==> src/rtl/iir_biquad_mc_if.sv <==
// Sample, coefficient and result bundle for the multi-channel biquad.
// The master drives samples and coefficient writes; the slave is the filter.
interface iir_biquad_mc_if #(
    parameter int unsigned W   = 25,
    parameter int unsigned CHW = 1
);
    logic                  clear;
    logic                  in_valid;
    logic                  in_ready;
    logic [CHW-1:0]        in_ch;
    logic signed [W-1:0]   in_data;
    logic                  bank_sel;
    logic                  bank_act;
    logic                  coef_we;
    logic                  coef_bank;
    logic [2:0]            coef_addr;
    logic signed [W-1:0]   coef_data;
    logic                  coef_err;
    logic                  out_valid;
    logic [CHW-1:0]        out_ch;
    logic signed [W-1:0]   out_data;
    logic                  out_sat;

    modport master (
        output clear, in_valid, in_ch, in_data, bank_sel,
        output coef_we, coef_bank, coef_addr, coef_data,
        input  in_ready, bank_act, coef_err, out_valid, out_ch, out_data, out_sat
    );

    modport slave (
        input  clear, in_valid, in_ch, in_data, bank_sel,
        input  coef_we, coef_bank, coef_addr, coef_data,
        output in_ready, bank_act, coef_err, out_valid, out_ch, out_data, out_sat
    );
endinterface

==> src/rtl/iir_biquad_mc.sv <==
// Time-multiplexed Direct Form I biquad: one multiplier, five MAC cycles per sample,
// per-channel history, double-banked coefficients and round/saturate on the output.
module iir_biquad_mc #(
    parameter int unsigned W    = 25,
    parameter int unsigned FRAC = 15,
    parameter int unsigned NCH  = 2,
    parameter int unsigned CHW  = 1
) (
    input  logic           clk_i,
    input  logic           rst_ni,
    iir_biquad_mc_if.slave bus_io
);
    localparam int unsigned AW = 2 * W + 3;
    localparam logic [1:0] StIdle = 2'd0;
    localparam logic [1:0] StMac  = 2'd1;
    localparam logic [1:0] StDone = 2'd2;

    localparam logic signed [AW-1:0] RndK = {{(AW-1){1'b0}}, 1'b1} << (FRAC - 1);
    localparam logic signed [AW-1:0] YMax = {{(AW-W+1){1'b0}}, {(W-1){1'b1}}};
    localparam logic signed [AW-1:0] YMin = {{(AW-W+1){1'b1}}, {(W-1){1'b0}}};
    localparam logic signed [W-1:0]  One  = {{(W-1){1'b0}}, 1'b1} << FRAC;

    logic [1:0]           state_q, state_d;
    logic [2:0]           k_q, k_d;
    logic signed [AW-1:0] acc_q, acc_d;
    logic signed [W-1:0]  x_q;
    logic [CHW-1:0]       ch_q;
    logic                 bank_act_q;
    logic signed [W-1:0]  coef_q [2][5];
    logic signed [W-1:0]  x1_q [NCH];
    logic signed [W-1:0]  x2_q [NCH];
    logic signed [W-1:0]  y1_q [NCH];
    logic signed [W-1:0]  y2_q [NCH];
    logic                 out_valid_q, out_sat_q, coef_err_q;
    logic [CHW-1:0]       out_ch_q;
    logic signed [W-1:0]  out_data_q;

    logic                  accept, ch_ok, busy, sat_hi, sat_lo;
    logic signed [W-1:0]   op_c, op_x, y_clip;
    logic signed [2*W-1:0] prod;
    logic signed [AW-1:0]  rnd;

    assign busy  = (state_q != StIdle);
    assign ch_ok = 32'(ch_q) < NCH;

    // Out-of-range channels still run the MAC but never touch any history slot.
    always_comb begin
        op_c = coef_q[bank_act_q][k_q];
        case (k_q)
            3'd0:    op_x = x_q;
            3'd1:    op_x = x1_q[ch_q];
            3'd2:    op_x = x2_q[ch_q];
            3'd3:    op_x = y1_q[ch_q];
            3'd4:    op_x = y2_q[ch_q];
            default: op_x = '0;
        endcase
        if (!ch_ok && k_q != 3'd0) op_x = '0;
        prod = op_c * op_x;
    end

    always_comb begin
        rnd    = (acc_q + RndK) >>> FRAC;
        sat_hi = rnd > YMax;
        sat_lo = rnd < YMin;
        y_clip = sat_hi ? YMax[W-1:0] : (sat_lo ? YMin[W-1:0] : rnd[W-1:0]);
    end

    always_comb begin
        state_d = state_q;
        k_d     = k_q;
        acc_d   = acc_q;
        accept  = 1'b0;
        case (state_q)
            StIdle: begin
                if (bus_io.in_valid && !bus_io.clear) begin
                    accept  = 1'b1;
                    state_d = StMac;
                    k_d     = '0;
                    acc_d   = '0;
                end
            end
            StMac: begin
                acc_d = acc_q + {{3{prod[2*W-1]}}, prod};
                k_d   = k_q + 3'd1;
                if (k_q == 3'd4) state_d = StDone;
            end
            default: state_d = StIdle;
        endcase
        if (bus_io.clear) state_d = StIdle;
    end

    always_ff @(posedge clk_i) begin
        if (!rst_ni) begin
            state_q     <= StIdle;
            k_q         <= '0;
            acc_q       <= '0;
            x_q         <= '0;
            ch_q        <= '0;
            bank_act_q  <= 1'b0;
            out_valid_q <= 1'b0;
            out_sat_q   <= 1'b0;
            out_ch_q    <= '0;
            out_data_q  <= '0;
            coef_err_q  <= 1'b0;
            for (int i = 0; i < 2; i++) begin
                for (int j = 0; j < 5; j++) begin
                    coef_q[i][j] <= (i == 0 && j == 0) ? One : '0;
                end
            end
            for (int c = 0; c < NCH; c++) begin
                x1_q[c] <= '0;
                x2_q[c] <= '0;
                y1_q[c] <= '0;
                y2_q[c] <= '0;
            end
        end else begin
            state_q     <= state_d;
            k_q         <= k_d;
            acc_q       <= acc_d;
            out_valid_q <= 1'b0;
            coef_err_q  <= 1'b0;
            if (accept) begin
                x_q        <= bus_io.in_data;
                ch_q       <= bus_io.in_ch;
                bank_act_q <= bus_io.bank_sel;
            end
            // The bank feeding an in-flight sample is write-protected.
            if (bus_io.coef_we && bus_io.coef_addr < 3'd5) begin
                if (busy && bus_io.coef_bank == bank_act_q) begin
                    coef_err_q <= 1'b1;
                end else begin
                    coef_q[bus_io.coef_bank][bus_io.coef_addr] <= bus_io.coef_data;
                end
            end
            if (bus_io.clear) begin
                for (int c = 0; c < NCH; c++) begin
                    x1_q[c] <= '0;
                    x2_q[c] <= '0;
                    y1_q[c] <= '0;
                    y2_q[c] <= '0;
                end
            end else if (state_q == StDone) begin
                out_valid_q <= 1'b1;
                out_ch_q    <= ch_q;
                out_data_q  <= ch_ok ? y_clip : '0;
                out_sat_q   <= ch_ok && (sat_hi || sat_lo);
                if (ch_ok) begin
                    x2_q[ch_q] <= x1_q[ch_q];
                    x1_q[ch_q] <= x_q;
                    y2_q[ch_q] <= y1_q[ch_q];
                    y1_q[ch_q] <= y_clip;
                end
            end
        end
    end

    assign bus_io.in_ready  = (state_q == StIdle) && !bus_io.clear;
    assign bus_io.bank_act  = bank_act_q;
    assign bus_io.coef_err  = coef_err_q;
    assign bus_io.out_valid = out_valid_q;
    assign bus_io.out_ch    = out_ch_q;
    assign bus_io.out_data  = out_data_q;
    assign bus_io.out_sat   = out_sat_q;
endmodule

==> src/flat_wrapper.sv <==
// flat-port wrapper written by rule: the top's interface ports become plain ports
module iir_biquad_mc_flat 
#(
    parameter int unsigned W    = 25,
    parameter int unsigned FRAC = 15,
    parameter int unsigned NCH  = 2,
    parameter int unsigned CHW  = 1
)
  (clk_i, rst_ni, bus_io_clear, bus_io_in_valid, bus_io_in_ch, bus_io_in_data, bus_io_bank_sel, bus_io_coef_we, bus_io_coef_bank, bus_io_coef_addr, bus_io_coef_data, bus_io_in_ready, bus_io_bank_act, bus_io_coef_err, bus_io_out_valid, bus_io_out_ch, bus_io_out_data, bus_io_out_sat);
  iir_biquad_mc_if #(.W(W), .CHW(CHW)) bus_io_i ();
  input  logic clk_i;
  input  logic rst_ni;
  input wire logic [$bits(bus_io_i.clear)-1:0] bus_io_clear;
  input wire logic [$bits(bus_io_i.in_valid)-1:0] bus_io_in_valid;
  input wire logic [$bits(bus_io_i.in_ch)-1:0] bus_io_in_ch;
  input wire logic [$bits(bus_io_i.in_data)-1:0] bus_io_in_data;
  input wire logic [$bits(bus_io_i.bank_sel)-1:0] bus_io_bank_sel;
  input wire logic [$bits(bus_io_i.coef_we)-1:0] bus_io_coef_we;
  input wire logic [$bits(bus_io_i.coef_bank)-1:0] bus_io_coef_bank;
  input wire logic [$bits(bus_io_i.coef_addr)-1:0] bus_io_coef_addr;
  input wire logic [$bits(bus_io_i.coef_data)-1:0] bus_io_coef_data;
  output wire logic [$bits(bus_io_i.in_ready)-1:0] bus_io_in_ready;
  output wire logic [$bits(bus_io_i.bank_act)-1:0] bus_io_bank_act;
  output wire logic [$bits(bus_io_i.coef_err)-1:0] bus_io_coef_err;
  output wire logic [$bits(bus_io_i.out_valid)-1:0] bus_io_out_valid;
  output wire logic [$bits(bus_io_i.out_ch)-1:0] bus_io_out_ch;
  output wire logic [$bits(bus_io_i.out_data)-1:0] bus_io_out_data;
  output wire logic [$bits(bus_io_i.out_sat)-1:0] bus_io_out_sat;
  assign bus_io_i.clear = bus_io_clear;
  assign bus_io_i.in_valid = bus_io_in_valid;
  assign bus_io_i.in_ch = bus_io_in_ch;
  assign bus_io_i.in_data = bus_io_in_data;
  assign bus_io_i.bank_sel = bus_io_bank_sel;
  assign bus_io_i.coef_we = bus_io_coef_we;
  assign bus_io_i.coef_bank = bus_io_coef_bank;
  assign bus_io_i.coef_addr = bus_io_coef_addr;
  assign bus_io_i.coef_data = bus_io_coef_data;
  assign bus_io_in_ready = bus_io_i.in_ready;
  assign bus_io_bank_act = bus_io_i.bank_act;
  assign bus_io_coef_err = bus_io_i.coef_err;
  assign bus_io_out_valid = bus_io_i.out_valid;
  assign bus_io_out_ch = bus_io_i.out_ch;
  assign bus_io_out_data = bus_io_i.out_data;
  assign bus_io_out_sat = bus_io_i.out_sat;
  iir_biquad_mc #(.W(W), .FRAC(FRAC), .NCH(NCH), .CHW(CHW)) u_core (.clk_i(clk_i), .rst_ni(rst_ni), .bus_io(bus_io_i));
endmodule
==> config.mk <==
export PLATFORM = sky130hd
export DESIGN_NAME = iir_biquad_mc_flat
export DESIGN_NICKNAME = d
export VERILOG_FILES = /design/src/rtl/iir_biquad_mc_if.sv /design/src/rtl/iir_biquad_mc.sv /design/src/flat_wrapper.sv
export SDC_FILE = /design/constraint.sdc
export NUM_CORES = 2
export LEC_CHECK = 0
export CAP_MARGIN = 20
export CORE_MARGIN = 2
export CORE_UTILIZATION = 45
export DETAILED_ROUTE_END_ITERATION = 16
export DONT_BUFFER_PORTS = 1
export MAX_ROUTING_LAYER = met4
export PLACE_DENSITY_LB_ADDON = 0.15
export SLEW_MARGIN = 15
export SYNTH_ARGS = -nofsm -noshare
export SYNTH_HDL_FRONTEND = slang
export SYNTH_SLANG_ARGS = --single-unit
==> constraint.sdc <==
create_clock -name clk_i -period 13.4 [get_ports clk_i]
set_input_delay 2.68 -clock clk_i [delete_from_list [all_inputs] [get_ports clk_i]]
set_output_delay 2.68 -clock clk_i [all_outputs]
set_load 0.01 [all_outputs]
# ---- After elaboration in Yosys (flattened, before gate mapping)
# Memory sizes are Yosys's and may differ from the RTL's. A register that Yosys moved wholly into a read port is not among the register bits.
# Index checks and enable logic that the tools add are counted.
dict set report op_classes {
  n_eq_ne 9
  n_reduce_logical 21
  mux 63
  n_bitwise 12
  multipliers 1
  n_lt_le_gt_ge 6
  n_addsub 3
}
# cell n
set op_table {}
lappend op_table {{25-bit two-way mux} 17}
lappend op_table {{125-bit two-way mux} 3}
lappend op_table {{25-bit one-hot mux with 5 select lines} 1}
lappend op_table {{125-bit OR reduction} 1}
lappend op_table {{53-bit one-hot mux with 2 select lines} 1}
lappend op_table {{25-bit OR reduction} 4}
lappend op_table {{25-bit binary-select mux with 3-bit select} 1}
lappend op_table {{25-bit demux with 3-bit select} 1}
lappend op_table {{53-bit by 16-bit adder with 53-bit output (second input constant)} 1}
lappend op_table {{53-bit adder} 1}
lappend op_table {{53-bit two-way mux} 1}
lappend op_table {{25-bit by 25-bit multiplier with 50-bit output} 1}
lappend op_table {{38-bit by 25-bit greater-than comparator with 1-bit output (second input constant)} 1}
lappend op_table {{38-bit by 25-bit less-than comparator with 1-bit output (second input constant)} 1}
lappend op_table {{1-bit two-way mux} 33}
lappend op_table {{4-bit greater-or-equal comparator (second input constant)} 2}
lappend op_table {{3-bit NOT with 4-bit output} 2}
lappend op_table {{1-bit bitwise OR} 8}
lappend op_table {{2-bit AND reduction} 4}
lappend op_table {{3-bit by 2-bit == test with 1-bit output (second input constant)} 2}
lappend op_table {{3-bit one-hot mux with 2 select lines} 1}
lappend op_table {{1-bit logical AND} 5}
lappend op_table {{4-bit by 1-bit less-than comparator with 1-bit output (second input constant)} 1}
lappend op_table {{2-bit two-way mux} 2}
lappend op_table {{17 further kinds} 20}
dict set report totals {
  output_inout_bits 31
  mem_bits_rw 450
  n_memories 5
  ff_bits 114
  elab_cells 131
}
# name words word_bits rd rd_clocked_by_memory_dff write_ports line_no
set memory_table {}
lappend memory_table {u_core.coef_q 2 125 1 1 2 iir_biquad_mc.sv:29} ;# logic signed [W-1:0] coef_q [2][5];
lappend memory_table {u_core.x1_q 2 25 1 1 2 iir_biquad_mc.sv:30} ;# logic signed [W-1:0] x1_q [NCH];
lappend memory_table {u_core.x2_q 2 25 1 1 2 iir_biquad_mc.sv:31} ;# logic signed [W-1:0] x2_q [NCH];
lappend memory_table {u_core.y1_q 2 25 1 1 2 iir_biquad_mc.sv:32} ;# logic signed [W-1:0] y1_q [NCH];
lappend memory_table {u_core.y2_q 2 25 1 1 2 iir_biquad_mc.sv:33} ;# logic signed [W-1:0] y2_q [NCH];

# ---- Longest topological paths before layout
dict set report logic_depth {
  depth_word 8
  mapped_depth 47
  mapped_depth_nobuf 45
}

# ---- Least setup slack after synthesis
# Ideal clock, no wire load.
dict set report synth_timing {
  path_kind {register to register}
  start {register (tool-made name)}
  end {register u_core.acc_q[51]}
  setup_ns 0.129
  path_buffers 3
  t_arrival_ns 10.349
  path_slack_ns 2.922
  path_stages_with_launch 41
  path_cell_list {dfxtp_1 buf_2 buf_1 mux4_2 mux2i_1 o22a_1 clkbuf_1 nor2_1 fa_1 fa_1 inv_1 fa_1 fa_1 fa_1 inv_1 fa_1 inv_1 fa_1 [... 5 more ...] nor2_1 a21oi_1 o21ai_2 a2111oi_4 a31oi_1 a211o_1 a21oi_2 xnor2_1 ha_1 and2_1 nand4_1 or2_2 o22a_1 a311oi_2 a211oi_2 a21oi_1 xnor2_1 o21ai_0}
}
# element line_no
set synth_lines {}
lappend synth_lines {{to (signal assigned)} iir_biquad_mc.sv:96} ;# acc_q <= '0;
lappend synth_lines {{to (signal assigned)} iir_biquad_mc.sv:119} ;# acc_q <= acc_d;
lappend synth_lines {{to (decl)} iir_biquad_mc.sv:25} ;# logic signed [AW-1:0] acc_q, acc_d;

# ---- Worst setup path in the final report
dict set report layout_timing {
  start {register u_core.k_q[0]}
  end {register u_core.acc_q[52]}
}
dict set report layout_between {
  elab_chain_cells 7
  elab_cells_between_ends 13
}
# element line_no
set layout_lines {}
lappend layout_lines {{from (decl)} iir_biquad_mc.sv:24} ;# logic [2:0] k_q, k_d;
lappend layout_lines {{from (signal assigned)} iir_biquad_mc.sv:118} ;# k_q <= k_d;
lappend layout_lines {{3-bit NOT with 4-bit output (not written as such)} iir_biquad_mc.sv:48} ;# op_c = coef_q[bank_act_q][k_q];
lappend layout_lines {{25-bit binary-select mux with 3-bit select} iir_biquad_mc.sv:48}
lappend layout_lines {{25-bit two-way mux (not written as such) (2 in series)} iir_biquad_mc.sv:48}
lappend layout_lines {{25-bit by 25-bit multiplier with 50-bit output (*)} iir_biquad_mc.sv:58} ;# prod = op_c * op_x;
lappend layout_lines {{53-bit adder (*)} iir_biquad_mc.sv:83} ;# acc_d = acc_q + {{3{prod[2*W-1]}}, prod};
lappend layout_lines {{53-bit one-hot mux with 2 select lines (*)} iir_biquad_mc.sv:73} ;# case (state_q)
# Mark *: on every way between the ends. The rest lies on a longest branch, timed or not. The select of a mux whose other input is x is not followed.
# A chain may end at the register's enable or synchronous reset.

==> flow_summary.ini <==
[run_status]
status = complete, no violations

[sta]
slew_headroom_pct = 31.6
setup-tns-final_ns = 0
fin_ws_ns = 1.37
period_minus_slack_ns = 12.03
skew_ns = 0.0454
setup_viol = 0
post-route-period-util_pct = 89.7
worst_pin_slew_ns = 1.03
fmaxAchievable_mhz = 83.2
rsz0062_at_grt = false
finalHoldViolations = 0
slew_violations = 0

[run]
drv_cap = 0

[worst_setup_path]
end_kind = flop
slowest_stage = fa_1
worst_setup_path_start_kind = flop
arrival_ns = 12.56
critical_path_class = flop to flop
crit_path_frequent_cell = fa_1
critical_path_required_ns = 13.93
cp.buffers_inverters = 6
r2r_cells = 39
cpPeakStageDelay_ns = 0.90
path_depth = 39
crit_fanout = 46
cpLargestDelayFamily = adder cells

[power]
vdd_drop_max_uv = 107
cellLeakagePower_nw = 24.3
powerDensity_nw_per_um2 = 147

[clock_tree]
post_cts_buffers = 0
clkTransAtPathRegs_ns = 0.06
cts_resized = 0
tritoncts = built
clockBufferDepth = 3
clkLatencyLatePin_ns = 0.67
cts_hold_buf = 0
htreeDepth = 3
cts_buffers = 67
cts_root_buf = clkbuf_16
clock_sinks = 566

[route]
avgRoutedWirePerCell_microns = 23.3
post_drt_via_cell_ratio = 5.50
vias = 35200
drt_iter0_markers = 2642
drcViolationCount = 0
totalWireLength_mm = 149
detail-route-antenna-nets = 0
drtPass1Iterations = 5

[yosys]
async_reset_ff_share_pct = 0
synthesis.area_sq_um = 49800
yosysSeqAreaShare_pct = 31.8
syn_avg_cell_area_sq_um = 10.1
synth_nets = 5834
synth_edf_count = 450
synth_seq_cells = 566
ys.flop_type = edfxtp_1
synth_warnings = 0
synth.distinct_cells = 82
syn-instance-count = 4912

[placement]
io_buffer_count = 0
dp_worst_setup_slack_ns = 1.52
place_hpwl_mm = 112
gp_congestion = 0.921

[floorplanning]
coreArea_sq_um = 110000
rows = 122
die_w_microns = 337
io_pins = 92
dieHeight_microns = 337
fp.dieArea_sq_um = 113000
start_util_pct = 45.2

[cells_and_area]
fin_nets = 5780
final_layout_size_suffix_gt1_share_pct = 7.01
utilization_pct = 49.1
synthToLayoutAreaGrowth_pct = 8.53

[worst_hold_path]
holdCritPathClass = flop to flop
worstHoldPathCells = 2

[grt]
grt_pass1_vias = 36300
grt_use_total_pct = 27.8
grt_pass1_wl_mm = 228
overflow = 0
antenna_found_initial = 2
grt_max_degree = 68
-- path summary, 6_finish.rpt --
check / from / to / slack [ns]
max reg2reg: u_core.k_q[0] / u_core.acc_q[52] / 1.37
max: u_core.k_q[0] / u_core.acc_q[52] / 1.37
min reg2reg: u_core.acc_q[5] / u_core.acc_q[5] / 0.47
min: u_core.acc_q[5] / u_core.acc_q[5] / 0.47
-- report_power, final --
part           internal (mW)  switching, mW  total [mW]  leakage [nW]
Sequential              1.98         0.0698        2.05          5.71
Combinational           1.55           2.53        4.08          17.6
Clock                   1.00          0.793        1.79          1.04
-- per-stage QoR --
stage	cells	cell area, sq um	total power [mW]	hold slack [ns]
4_1_cts	6398	54100	7.97	0.472
3_3_place_gp	6277	51900	6.14	0.458
6_report	6400	54100	7.93	0.468
5_1_grt	6399	54100	8.51	0.487
2_1_floorplan	4912	49800	5.05	0.448
3_5_place_dp	6277	51900	6.15	0.462
-- worst reg2reg max path: cells and delay by family, from the launching register on --
family	cells	cell delay, ns
xor+xnor	2	0.35
fa+ha+maj	9	4.73
buf+inv	6	1.32
compound gates	15	3.77
flops	1	0.73
simple gates	7	1.02
-- layout make-up --
cell class / count / area (sq um)
Fill cell: 10400 / 56100
Multi-Input combinational cell: 3307 / 30300
Sequential cell: 566 / 15800
Inverter: 800 / 3000
Tap cell: 1488 / 1860
Clock buffer: 90 / 1840
Timing Repair Buffer: 116 / 896
Clock inverter: 31 / 320
Antenna cell: 2 / 5.00
-- sequential cells by signal, summed over array words and instances (netlist names), 2 cells and up, named ones only --
signal / count
u_core.x_q: 25
u_core.y1_q: 50
u_core.x1_q: 50
u_core.k_q: 3
u_core.acc_q: 53
u_core.state_q: 2
u_core.x2_q: 50
u_core.coef_q: 250
u_core.y2_q: 50
u_core.bus_io.out_data: 25
-- Yosys cell counts (14+ instances only) --
cell,number,area share (%)
inv_1,799,6.0
fa_1,659,26
nor2_1,617,4.6
nand2_1,481,3.6
edfxtp_1,450,27
a21oi_1,228,2.3
ha_1,202,5.1
clkbuf_1,199,1.5
and2_1,161,2.0
mux2i_1,151,3.0
dfxtp_1,116,4.7
xnor2_1,87,1.5
and3_1,66,0.83
nand3_1,64,0.64
o21ai_0,58,0.58
mux4_2,50,2.3
o22ai_1,50,0.63
a21o_1,48,0.72
xor2_1,43,0.76
nand2b_1,40,0.50
a211oi_1,26,0.39
o22a_1,24,0.42
buf_1,23,0.17
nor3_1,21,0.21
nand4_1,19,0.24
a31oi_1,17,0.21
or2_2,16,0.20
a211o_1,14,0.25
nor2b_1,14,0.18
-- cells by family after synthesis --
kind of cell | share of synthesized area [%]
DFF | 31.8
muxes | 5.29
xor gates and xnor gates | 2.33
adders and majority gates | 31.5
buffers and inverters | 7.91
AOI/OAI and AO/OA | 7.49
and+or+nand+nor | 13.7
-- metal layers --
metal | track usage, % | share of wire [%] | vias up
met3 | 3.70 | 5.4 | 244
met2 | 44.9 | 49 | 989
met5 | - | 0 | -
met4 | 8.01 | 3.1 | 0
li1 | - | - | 15700
met1 | 36.7 | 43 | 18300
-- cells in the final DEF (no fill, tap or decap), types with 19 or more instances in the layout --
cell and instances:
inv_1 798, fa_1 659, nor2_1 617, nand2_1 474
edfxtp_1 450, a21oi_1 228, ha_1 201, and2_1 161
mux2i_1 151, buf_4 114, dfxtp_1 112, xnor2_1 87
clkbuf_16 69, and3_1 66, nand3_1 62, o21ai_0 56
mux4_2 50, o22ai_1 49, a21o_1 47, xor2_1 43
nand2b_1 39, o22a_1 24, nor3_1 20, nand4_1 19
(Power assumes the default switching activity.)
